### src/rtl/mem_stage_ctrl.sv
// Memory-access stage controller: issues data-memory requests over a req/ack
// handshake, stalls upstream while an access is outstanding, bounds the wait
// with a timeout that sets a sticky error, and registers the write-back bundle.
module mem_stage_ctrl #(
  parameter int unsigned MEM_TIMEOUT = 15
) (
  input  logic        clk,
  input  logic        reset,
  input  logic        RegWriteM,
  input  logic        MemWriteM,
  input  logic [1:0]  ResultSrcM,
  input  logic [4:0]  RDM,
  input  logic [18:0] ALUResultM,
  input  logic [18:0] WriteDataM,
  input  logic        Cant_ByteM,
  input  logic [18:0] dmem_rdata,
  input  logic        dmem_ack,
  output logic        dmem_req,
  output logic        dmem_we,
  output logic        dmem_byte,
  output logic [14:0] dmem_addr,
  output logic [18:0] dmem_wdata,
  output logic        stall_m,
  output logic        RegWriteW,
  output logic [1:0]  ResultSrcW,
  output logic [4:0]  RDW,
  output logic [18:0] ALUResultW,
  output logic [18:0] ReadDataW,
  output logic        mem_err
);

  typedef enum logic [0:0] {StIdle, StReq} state_e;

  state_e      state_q;
  logic [7:0]  wait_cnt_q;

  logic        access;
  logic        is_load;
  logic        in_req;
  logic        timeout;
  logic [18:0] load_data;

  localparam logic [7:0] WaitLast = 8'(MEM_TIMEOUT - 1);

  // Decode the M bundle and the handshake conditions.
  always_comb begin
    access    = MemWriteM | (ResultSrcM == 2'b01);
    // A store that also claims a load result is treated as a plain store.
    is_load   = (ResultSrcM == 2'b01) & ~MemWriteM;
    in_req    = (state_q == StReq);
    timeout   = in_req & ~dmem_ack & (wait_cnt_q == WaitLast);
    load_data = 19'd0;
    if (is_load) begin
      load_data = Cant_ByteM ? {11'd0, dmem_rdata[7:0]} : dmem_rdata;
    end
  end

  // Memory-side outputs and stall; everything reads 0 while reset is held.
  always_comb begin
    dmem_req   = in_req;
    dmem_we    = in_req & MemWriteM;
    dmem_byte  = in_req & Cant_ByteM;
    dmem_addr  = reset ? ALUResultM[14:0] : 15'd0;
    dmem_wdata = 19'd0;
    if (reset) begin
      dmem_wdata = Cant_ByteM ? {11'd0, WriteDataM[7:0]} : WriteDataM;
    end
    stall_m = reset & (((state_q == StIdle) & access) | (in_req & ~dmem_ack & ~timeout));
  end

  // FSM, wait counter, sticky error and write-back register.
  always_ff @(posedge clk or negedge reset) begin
    if (!reset) begin
      state_q    <= StIdle;
      wait_cnt_q <= 8'd0;
      mem_err    <= 1'b0;
      RegWriteW  <= 1'b0;
      ResultSrcW <= 2'b00;
      RDW        <= 5'd0;
      ALUResultW <= 19'd0;
      ReadDataW  <= 19'd0;
    end else begin
      // Default W contents are a bubble; overridden when an instruction retires.
      RegWriteW  <= 1'b0;
      ResultSrcW <= 2'b00;
      RDW        <= 5'd0;
      ALUResultW <= 19'd0;
      ReadDataW  <= 19'd0;
      unique case (state_q)
        StIdle: begin
          if (access) begin
            state_q    <= StReq;
            wait_cnt_q <= 8'd0;
          end else begin
            RegWriteW  <= RegWriteM;
            ResultSrcW <= ResultSrcM;
            RDW        <= RDM;
            ALUResultW <= ALUResultM;
          end
        end
        StReq: begin
          if (dmem_ack) begin
            RegWriteW  <= RegWriteM;
            ResultSrcW <= ResultSrcM;
            RDW        <= RDM;
            ALUResultW <= ALUResultM;
            ReadDataW  <= load_data;
            state_q    <= StIdle;
          end else if (timeout) begin
            mem_err <= 1'b1;
            state_q <= StIdle;
          end else begin
            wait_cnt_q <= wait_cnt_q + 8'd1;
          end
        end
        default: state_q <= StIdle;
      endcase
    end
  end

endmodule

### config.mk
export PLATFORM = sky130hd
export DESIGN_NAME = mem_stage_ctrl
export DESIGN_NICKNAME = d
export VERILOG_FILES = /design/src/rtl/mem_stage_ctrl.sv
export SDC_FILE = /design/constraint.sdc
export NUM_CORES = 1
export LEC_CHECK = 0
export CAP_MARGIN = 20
export CORE_AREA = 2 2 106 77
export CTS_BUF_LIST = sky130_fd_sc_hd__clkbuf_16
export CTS_CLUSTER_DIAMETER = 60
export DETAILED_ROUTE_END_ITERATION = 10
export DIE_AREA = 0 0 108 79
export PLACE_DENSITY_LB_ADDON = 0.3
export REMOVE_ABC_BUFFERS = 1
export SETUP_SLACK_MARGIN = 0.2
export SYNTH_ARGS = -nofsm -noshare
export SYNTH_HDL_FRONTEND = slang
export SYNTH_SLANG_ARGS = --single-unit
### constraint.sdc
create_clock -name clk -period 1.78 [get_ports clk]
set_clock_uncertainty 0.15 [all_clocks]
set_input_delay 0.356 -clock clk [delete_from_list [all_inputs] [get_ports clk]]
set_output_delay 0.356 -clock clk [all_outputs]
set_load 0.1 [all_outputs]
-- Word level (Yosys, flattened, before mapping)
Index checks and enable logic that the tools add are counted.
- multiplexer cells: 27
- bitwise gates (word level): 14
- $add $sub $neg: 1
- reduce and logical (&&, ||, !) cells: 2
- eq/ne operators: 5
- operator list (operator ; number):
    two-way mux 19 bit ; 8
    case mux 19 bit (2 select lines) ; 1
    two-way mux 8 bit ; 3
    case mux 8 bit (2 select lines) ; 1
    two-way mux 15 bit ; 1
    two-way mux 5 bit ; 2
    case mux 5 bit (2 select lines) ; 1
    adder 8 x 1 -> 8 bit, second input constant ; 1
    AND 1 bit ; 8
    == test 8 x 4 -> 1 bit, second input constant ; 1
    inequality test 2 bit, second input constant ; 3
    AND reduction 3 bit ; 2
    two-way mux 1 bit ; 5
    two-way mux 2 bit ; 2
    NOT 1 bit ; 4
    case mux 1 bit (2 select lines) ; 2
    case mux 2 bit (2 select lines) ; 1
    == test 2 x 1 -> 1 bit, second input constant ; 1
    bitwise OR 1 bit ; 2
- register bits: 56
- word-level logic and storage cells: 57
- output and inout bits: 85

-- Longest topological paths before layout
Gate-level depths: netlist of the first run.
- depth in word-level cells: 7
- mapped depth: 7

-- Worst setup path after synthesis of the first run
OpenSTA, ideal clock, no wires.
- path type: reg2out
- from: reg state_q, in the netlist dmem_req
- to: out stall_m
- stages on the path, launching flop included: 7
- buffers on the path: 1
- setup slack: -1.170 ns
- data required time: 1.274 ns
- data arrival time: 2.444 ns
- cells stage by stage: dfrtp_1 -> buf_4 -> nand2b_1 -> a21o_1 -> and2_4 -> inv_1 -> and2_1
- cells in the longest elaborated chain, start to end: 6
- RTL lines (item ; line ; text):
    from (decl) ; 34 ; state_e state_q;
    from (signal assigned) ; 74 ; state_q <= StIdle;
    from (signal assigned) ; 92 ; state_q <= StReq;
    from (signal assigned) ; 108 ; state_q <= StIdle;
    AND 1 bit ; 51, 68 ;
    AND 1 bit ; 51 ; timeout = in_req & ~dmem_ack & (wait_cnt_q == WaitLast);
    NOT 1 bit ; 68 ; stall_m = reset & (((state_q == StIdle) & access) | (in_req & ~dmem_ack & ~timeout));
    AND 1 bit ; 68 ;
    bitwise OR 1 bit * ; 68 ;
    AND 1 bit * ; 68 ;
    to (decl) ; 23 ; output logic stall_m,
Mark *: on every way between the ends. The rest lies on a longest branch, timed or not.

-- Worst setup path in the final report of the first run
- from: reg wait_cnt_q[0]
- to: out stall_m
- cells in the longest elaborated chain, start to end: 6
- RTL lines (item ; line ; text):
    from (decl) ; 35 ; logic [7:0] wait_cnt_q;
    from (signal assigned) ; 113 ; wait_cnt_q <= wait_cnt_q + 8'd1;
    == test 8 x 4 -> 1 bit ; 51 ;
    AND 1 bit ; 51 ;
    NOT 1 bit ; 68 ;
    AND 1 bit ; 68 ;
    bitwise OR 1 bit ; 68 ;
    AND 1 bit ; 68 ;
Every way passes these cells.

==> metrics.md, run 1 <==
| Metric | Value |
|---|---|
| Clk Latency, worst-skew pair | `280 ps` |
| Fin crit period | `2230 ps` |
| DRT Pass-1 Iters | `4` |
| Via density | `4.37` |
| CTS sink count | `56` |
| CP Buf/Inv Count | `3` |
| Max H-tree Level | `2` |
| Share of Yosys cell area claimed by the top area cell type | `0.601` |
| Max rail drop VDD | `0.000531 V` |
| Row Count | `27` |
| CTS max path bufs | `2` |
| Crit end category | `primary output` |
| FMAX | `448 MHz` |
| Post-synthesis sequential area ratio | `0.601` |
| Largest net degree at the start of global routing | `28` |
| Worst-path cell chain | `inv_1 > ha_2 > nor3b_4 > a21o_1 > and2_4 > inv_2 > and2_4 > buf_12` |
| Post-synth top cells | `and2_1 (83), dfrtp_1 (56), nand2_1 (8), clkbuf_1 (5)` |
| Total leakage power | `2.62 nW` |
| Clock power share | `0.200` |
| CORE AREA | `7600 um2` |
| RSZ-0062 raised after global routing | `yes` |
| Fillers | `516` |
| Seq pwr share | `0.314` |
| Clock Tree Root | `clkbuf_16` |
| Critical path's top delay family | `simple AND/OR/NAND/NOR gates` |
| Die area | `8530 um2` |
| Gp weighted congestion | `0.785` |
| Worst hold path class | `primary input to async pin` |
| PwrDens | `850 nW/um2` |
| CTS clk-pin slew, worst paths | `70 ps` |
| Vias in the first global route | `2297` |
| Syn. warnings | `0` |
| Vias | `2155` |
| Fin nets | `463` |
| Initial Util | `0.307` |
| Detailed Route WL | `7.59 mm` |
| I/O Pins | `155` |
| Share of layout cells above drive strength 1 | `0.492` |
| Maxcap violations | `0` |
| Max incr delay on CP | `390 ps` |
| Antenna fix cells | `0` |
| Die Span Y | `79 um` |
| Fraction of synthesis flops using an asynchronous set or reset pin | `1.00` |
| Sw Share | `0.394` |
| Synth area leaders | `dfrtp_1 (60%), and2_1 (22%), mux2i_1 (1.7%), nand2_1 (1.3%), ha_1 (1.1%)` |
| Tot GR Track Use | `0.185` |
| Post-synth design cell area | `2330 um2` |
| Violated checks | `hold timing, setup timing` |
| Critical path data arrival time | `1720 ps` |
| Max FO, Critical Path | `2` |
| Post-synth cell types | `35` |
| Most frequent cell after synthesis | `and2_1` |
| PortBufs | `154` |
| Final Cycle Share | `1.25` |
| Placed cells | `474` |
| Final hold viol count | `14` |
| Worst endpoint required time | `1270 ps` |
| Worst Tran Pin Value | `907 ps` |
| Initial antenna violation count | `0` |
| Placed wire-length estimate | `5.90 mm` |
| Final ANT Viol Nets | `0` |
| Setup violations, final | `3` |
| Cell mode on critical path | `and2_4` |
| TritonCTS buffer count | `5` |
| Area taken by multi-input logic gates | `1070 um2` |
| Cell-internal power | `2.82 mW` |
| Final non-filler cell total | `493` |
| Largest area contributor in the netlist | `dfrtp_1` |
| Logic pwr share | `0.485` |
| GR Overflow Total | `0` |
| Number of flops mapped to enable cells by yosys | `0` |
| Post-route setup slack | `-450 ps` |
| # DRC | `0` |
| Fin. max-slew vios | `0` |
| First-pass GRT wire length | `12.0 mm` |
| Post-synthesis cell count | `197` |
| Synth-to-layout area growth | `134%` |
| Seq. cell area | `1400 um2` |
| WHS | `-4.55 ps` |
| Setup CP Type | `flip-flop to primary output` |
| Yosys reg bits | `56` |
| Slowest cell on crit path | `dfrtp_1` |
| Synth Flop Type | `dfrtp_1` |
| Startpoint Class | `flip-flop` |
| DRT iter0 DRCs | `20` |
| Routed WL per cell | `15.4 um` |
| Outcome | `finished, violations left` |
| Setup TNS | `-520 ps` |
| Net switching power | `1.83 mW` |
| Relative slew slack | `0.396` |
| Avg Synthesized Cell Area | `11.8 um2` |
| CTS tree | `done` |
| Die X | `108 um` |
==> metrics by stage <==
step / instance area (um2) / util / setup WS [ps] / power, mW
after floorplan: 2300 / - / -1210 / 2.59
after global placement: 5050 / 0.665 / -500 / 3.56
after detailed placement: 5050 / 0.665 / -562 / 3.59
after CTS: 5350 / 0.704 / -456 / 4.59
after global routing: 5470 / 0.719 / -562 / 4.83
final: 5470 / 0.719 / -450 / 4.65
==> cell families after synthesis <==
kind of cell	share of synthesized area
and+or+nand+nor	0.304
xor gates and xnor gates	0.00376
adders and majority gates	0.0107
muxes	0.0172
DFF	0.601
AOI/OAI and AO/OA	0.0445
buffers and inverters	0.0193
==> final cells by class <==
class	count	area share
repair buffers	193	0.497
flip-flops and latches	56	0.257
multi-input cells	132	0.196
well taps	101	0.0231
clock buffers	5	0.0229
clock inverters	3	0.00252
inverters	3	0.00206
==> registers in the layout (all words and copies together) (netlist names) <==
name        flops
ReadDataW      19
RegWriteW       1
mem_err         1
ResultSrcW      2
wait_cnt_q      8
RDW             5
dmem_req        1
ALUResultW     19
==> what timing repair did <==
action,CTS,global route
setup buffers,3,4
gates resized for setup,100,23
gates cloned,2,0
hold buffers,2,0
pin swaps,19,10
endpoints found under the setup margin,88,55
hold endpoints to repair,28,0
==> cells in the final DEF (no fill, tap or decap), drive strengths merged, types with 2 or more instances in the layout <==
cell and n:
a211o 2, a21oi 2, and2 85, and2b 3, and3 2, buf 124, clkbuf 6, clkdlybuf4s50 29
clkinv 3, dfrtp 56, dlygate4sd2 36, ha 2, inv 3, mux2i 4, nand2 9, nand3 4
nor3 2, nor3b 2, o21bai 2, o31ai 2
==> worst paths after layout <==
check / start / end / slack [ps] / cells past startpoint
min in group clk: ResultSrcM[1] / ResultSrcW[1] / 150 / 2
worst min register to register: mem_err / mem_err / 410 / 1
worst max-delay path: wait_cnt_q[0] / stall_m / -450 / 8
max in group asynchronous: reset / RDW[4] / 540 / 3
worst max register to register: wait_cnt_q[0] / wait_cnt_q[5] / -40 / 9
worst min-delay path: reset / ReadDataW[11] / -5 / 3
==> per-layer routing <==
layer	share of wire	up-vias	track usage
li1	-	1012	-
met1	0.38	1062	0.215
met2	0.52	79	0.320
met3	0.10	2	0.0854
met4	0.0047	0	0.0308
met5	0	-	0
==> worst register-to-register path, delay by kind of cell (launching register included) <==
family                     cells  cell delay, ps
DFF                            1             390
AOI/OAI and AO/OA              2             430
and+or+nand+nor                2             230
buffers and inverters          4             350
adders and majority gates      1             160
==> power by group through the flow <==
stage | clock network [mW] | logic [mW] | registers [mW]
floorplan | 0 | 0.552 | 2.04
global placement | 0 | 2.09 | 1.47
finish | 0.932 | 2.26 | 1.46
detailed placement | 0 | 2.11 | 1.48
global route | 1.02 | 2.34 | 1.47
CTS | 0.962 | 2.17 | 1.46
Power figures use the tool's default switching activity.
==> run 2, diff against run 1 <==
CELL_PAD_IN_SITES_DETAIL_PLACEMENT = 0   (was default)
CELL_PAD_IN_SITES_GLOBAL_PLACEMENT = 1   (was default)
CORE_AREA = 2 2 124 90   (was 2 2 106 77)
DIE_AREA = 0 0 126 92   (was 0 0 108 79)
==> metrics.md, run 2 (synthesis gave the netlist of run 1 again) <==
| Metric | Value |
|---|---|
| Die Span Y | `92 um (+16%)` |
| Antenna fix cells | `0 (unchanged)` |
| Worst Tran Pin Value | `898 ps (-8.98 ps)` |
| Clock power share | `0.206 (+0.006)` |
| CTS max path bufs | `2 (unchanged)` |
| PortBufs | `154 (unchanged)` |
| Final non-filler cell total | `532 (+7.9%)` |
| Die X | `126 um (+17%)` |
| Leading cell type in the layout, fill and taps excluded | `buf_12` |
| Reg2Reg Setup Slack | `-30 ps (about the same)` |
| Max rail drop VDD | `0.000423 V (-20%)` |
| Critical path startpoint | `wait_cnt_q[0]` |
| Violated checks | `setup timing` |
| Total leakage power | `2.73 nW (+4.3%)` |
| Worst endpoint required time | `1270 ps (about the same)` |
| FF-to-FF Start | `wait_cnt_q[0]` |
| Seq pwr share | `0.303 (-0.011)` |
| Worst-path cell chain | `inv_1 > ha_1 > nor3b_2 > a21o_1 > and2_4 > inv_2 > and2_4 > buf_12` |
| Placed cells | `506 (+6.8%)` |
| GR Overflow Total | `0 (unchanged)` |
| Via density | `4.01 (-8.2%)` |
| DRT Pass-1 Iters | `4 (unchanged)` |
| Slowest cell on crit path | `dfrtp_1` |
| Die area | `11600 um2 (+36%)` |
| Cell mode on critical path | `and2_4` |
| First-pass GRT wire length | `12.1 mm (+0.52%)` |
| Outcome | `finished, violations left` |
| Gp weighted congestion | `0.718 (-8.5%)` |
| Max FO, Critical Path | `2 (unchanged)` |
| Vias | `2135 (-0.93%)` |
| Worst hold path class | `primary input to flip-flop` |
| TritonCTS buffer count | `5 (unchanged)` |
| Final hold viol count | `0 (-14)` |
| Logic pwr share | `0.491 (+0.006)` |
| Row Count | `32 (+19%)` |
| Maxcap violations | `0 (unchanged)` |
| Max H-tree Level | `2 (unchanged)` |
| Tot GR Track Use | `0.131 (-0.0544)` |
| Initial antenna violation count | `0 (unchanged)` |
| Initial Util | `0.221 (-0.0862)` |
| Largest net degree at the start of global routing | `28 (unchanged)` |
| Fin nets | `467 (+0.86%)` |
| Clock Tree Root | `clkbuf_16` |
| I/O Pins | `155 (unchanged)` |
| Cell-internal power | `2.91 mW (+3.5%)` |
| WHS | `243 ps (+248 ps)` |
| CTS tree | `done` |
| CORE AREA | `10600 um2 (+39%)` |
| Clk Latency, worst-skew pair | `300 ps (+20 ps)` |
| CTS sink count | `56 (unchanged)` |
| Post-layout util | `0.540 (-0.179)` |
| Critical path data arrival time | `1780 ps (+60 ps)` |
| RSZ-0062 raised after global routing | `yes` |
| Placed wire-length estimate | `5.42 mm (-8.1%)` |
| Relative slew slack | `0.402 (+0.00599)` |
| Reg2Reg Depth | `8 (-1)` |
| Synth-to-layout area growth | `145%` |
| Post-route setup slack | `-507 ps (-56.8 ps)` |
| PwrDens | `841 nW/um2 (-1.2%)` |
| Final Cycle Share | `1.28 (+0.0319)` |
| Net switching power | `1.88 mW (+2.7%)` |
| Setup CP Type | `flip-flop to primary output` |
| Sw Share | `0.392 (-0.00175)` |
| Largest regs | `ALUResultW x19, ReadDataW x19, wait_cnt_q x8` |
| Routed WL per cell | `14.0 um (-9.0%)` |
| FMAX | `437 MHz (-2.5%)` |
| CTS clk-pin slew, worst paths | `70 ps (about the same)` |
| Vias in the first global route | `2345 (+2.1%)` |
| Fin crit period | `2290 ps (+56.8 ps)` |
| Worst r2r dst | `wait_cnt_q[5]` |
| Crit end category | `primary output` |
| Setup violations, final | `3 (unchanged)` |
| Max incr delay on CP | `380 ps (about the same)` |
| CP endpoint | `stall_m` |
| Detailed Route WL | `7.45 mm (-1.8%)` |
| Final ANT Viol Nets | `0 (unchanged)` |
| Share of layout cells above drive strength 1 | `0.586 (+0.0935)` |
| Startpoint Class | `flip-flop` |
| Fin. max-slew vios | `0 (unchanged)` |
| DRT iter0 DRCs | `88 (+340%)` |
| Most frequent cells in the layout | `buf_12 (90), and2_4 (73), dfrtp_1 (56)` |
| Setup TNS | `-654 ps (-133 ps)` |
| # DRC | `0 (unchanged)` |
[run 2: cell types whose count changed in the layout (fill, tap and decap cells not counted), sizes merged]
cell,previous run,this run
clkinvlp,0,1
clkinv,3,1
inv,3,4
clkbuf,6,5
dlymetal6s4s,1,2
buf,124,127
clkdlybuf4s15,1,2
[run 2: what timing repair did]
item / 4_1_cts / 5_1_grt
gates cloned: 2 / 0
gates resized for setup: 114 / 50
hold buffers: 3 / 0
pin swaps: 17 / 24
endpoints found under the hold margin: 56 / 0
buffers inserted: 9 / 4
setup endpoints to repair: 88 / 76
[run 2: worst max-delay path, delay by kind of cell, from the launching register on]
kind | cells | cell delay, ps
simple gates | 3 | 540
compound gates | 1 | 180
fa+ha+maj | 1 | 130
buf+inv | 3 | 250
flops | 1 | 380
[run 2: layer usage]
layer | global-route usage | vias to the layer above | share of wire
met3 | 0.0414 | 5 | 0.067
li1 | - | 1021 | -
met2 | 0.210 | 84 | 0.48
met5 | 0 | - | 0
met1 | 0.177 | 1025 | 0.45
met4 | 0.0192 | 0 | 0.0054
[run 2: worst min-delay path by stage]
stage	startpoint	end	slack (ps)	cells past startpoint
6_report	ResultSrcM[1]	ResultSrcW[1]	240	2
3_5_place_dp	reset	ReadDataW[5]	30	1
2_1_floorplan	reset	ALUResultW[0]	-90	0
5_1_grt	ResultSrcM[1]	ResultSrcW[1]	250	2
3_3_place_gp	reset	ReadDataW[5]	30	1
4_1_cts	ResultSrcM[1]	ResultSrcW[1]	210	2
[run 2: area by class of cell]
| cell class | count | area (um2) |
|---|---|---|
| clock inverters | 3 | 20.0 |
| inverters | 3 | 11.3 |
| fillers | 927 | 4860 |
| repair buffers | 197 | 2810 |
| flip-flops and latches | 56 | 1400 |
| clock buffers | 5 | 125 |
| multi-input cells | 132 | 1170 |
| well taps | 136 | 170 |
[run 2: metrics by stage]
| stage | worst slack, ps | power [mW] | area, um2 |
|---|---|---|---|
| floorplan | -1210 | 2.59 | 2300 |
| global placement | -521 | 3.57 | 5090 |
| detailed placement | -546 | 3.58 | 5090 |
| CTS | -477 | 4.72 | 5500 |
| global route | -602 | 5.00 | 5710 |
| finish | -507 | 4.80 | 5710 |
[run 2: power groups by stage]
| stage | Clock, mW | Sequential [mW] | Combinational, mW |
|---|---|---|---|
| 6_report | 0.988 | 1.45 | 2.36 |
| 3_5_place_dp | 0 | 1.48 | 2.11 |
| 5_1_grt | 1.09 | 1.46 | 2.45 |
| 2_1_floorplan | 0 | 2.04 | 0.552 |
| 3_3_place_gp | 0 | 1.48 | 2.09 |
| 4_1_cts | 1.03 | 1.45 | 2.24 |
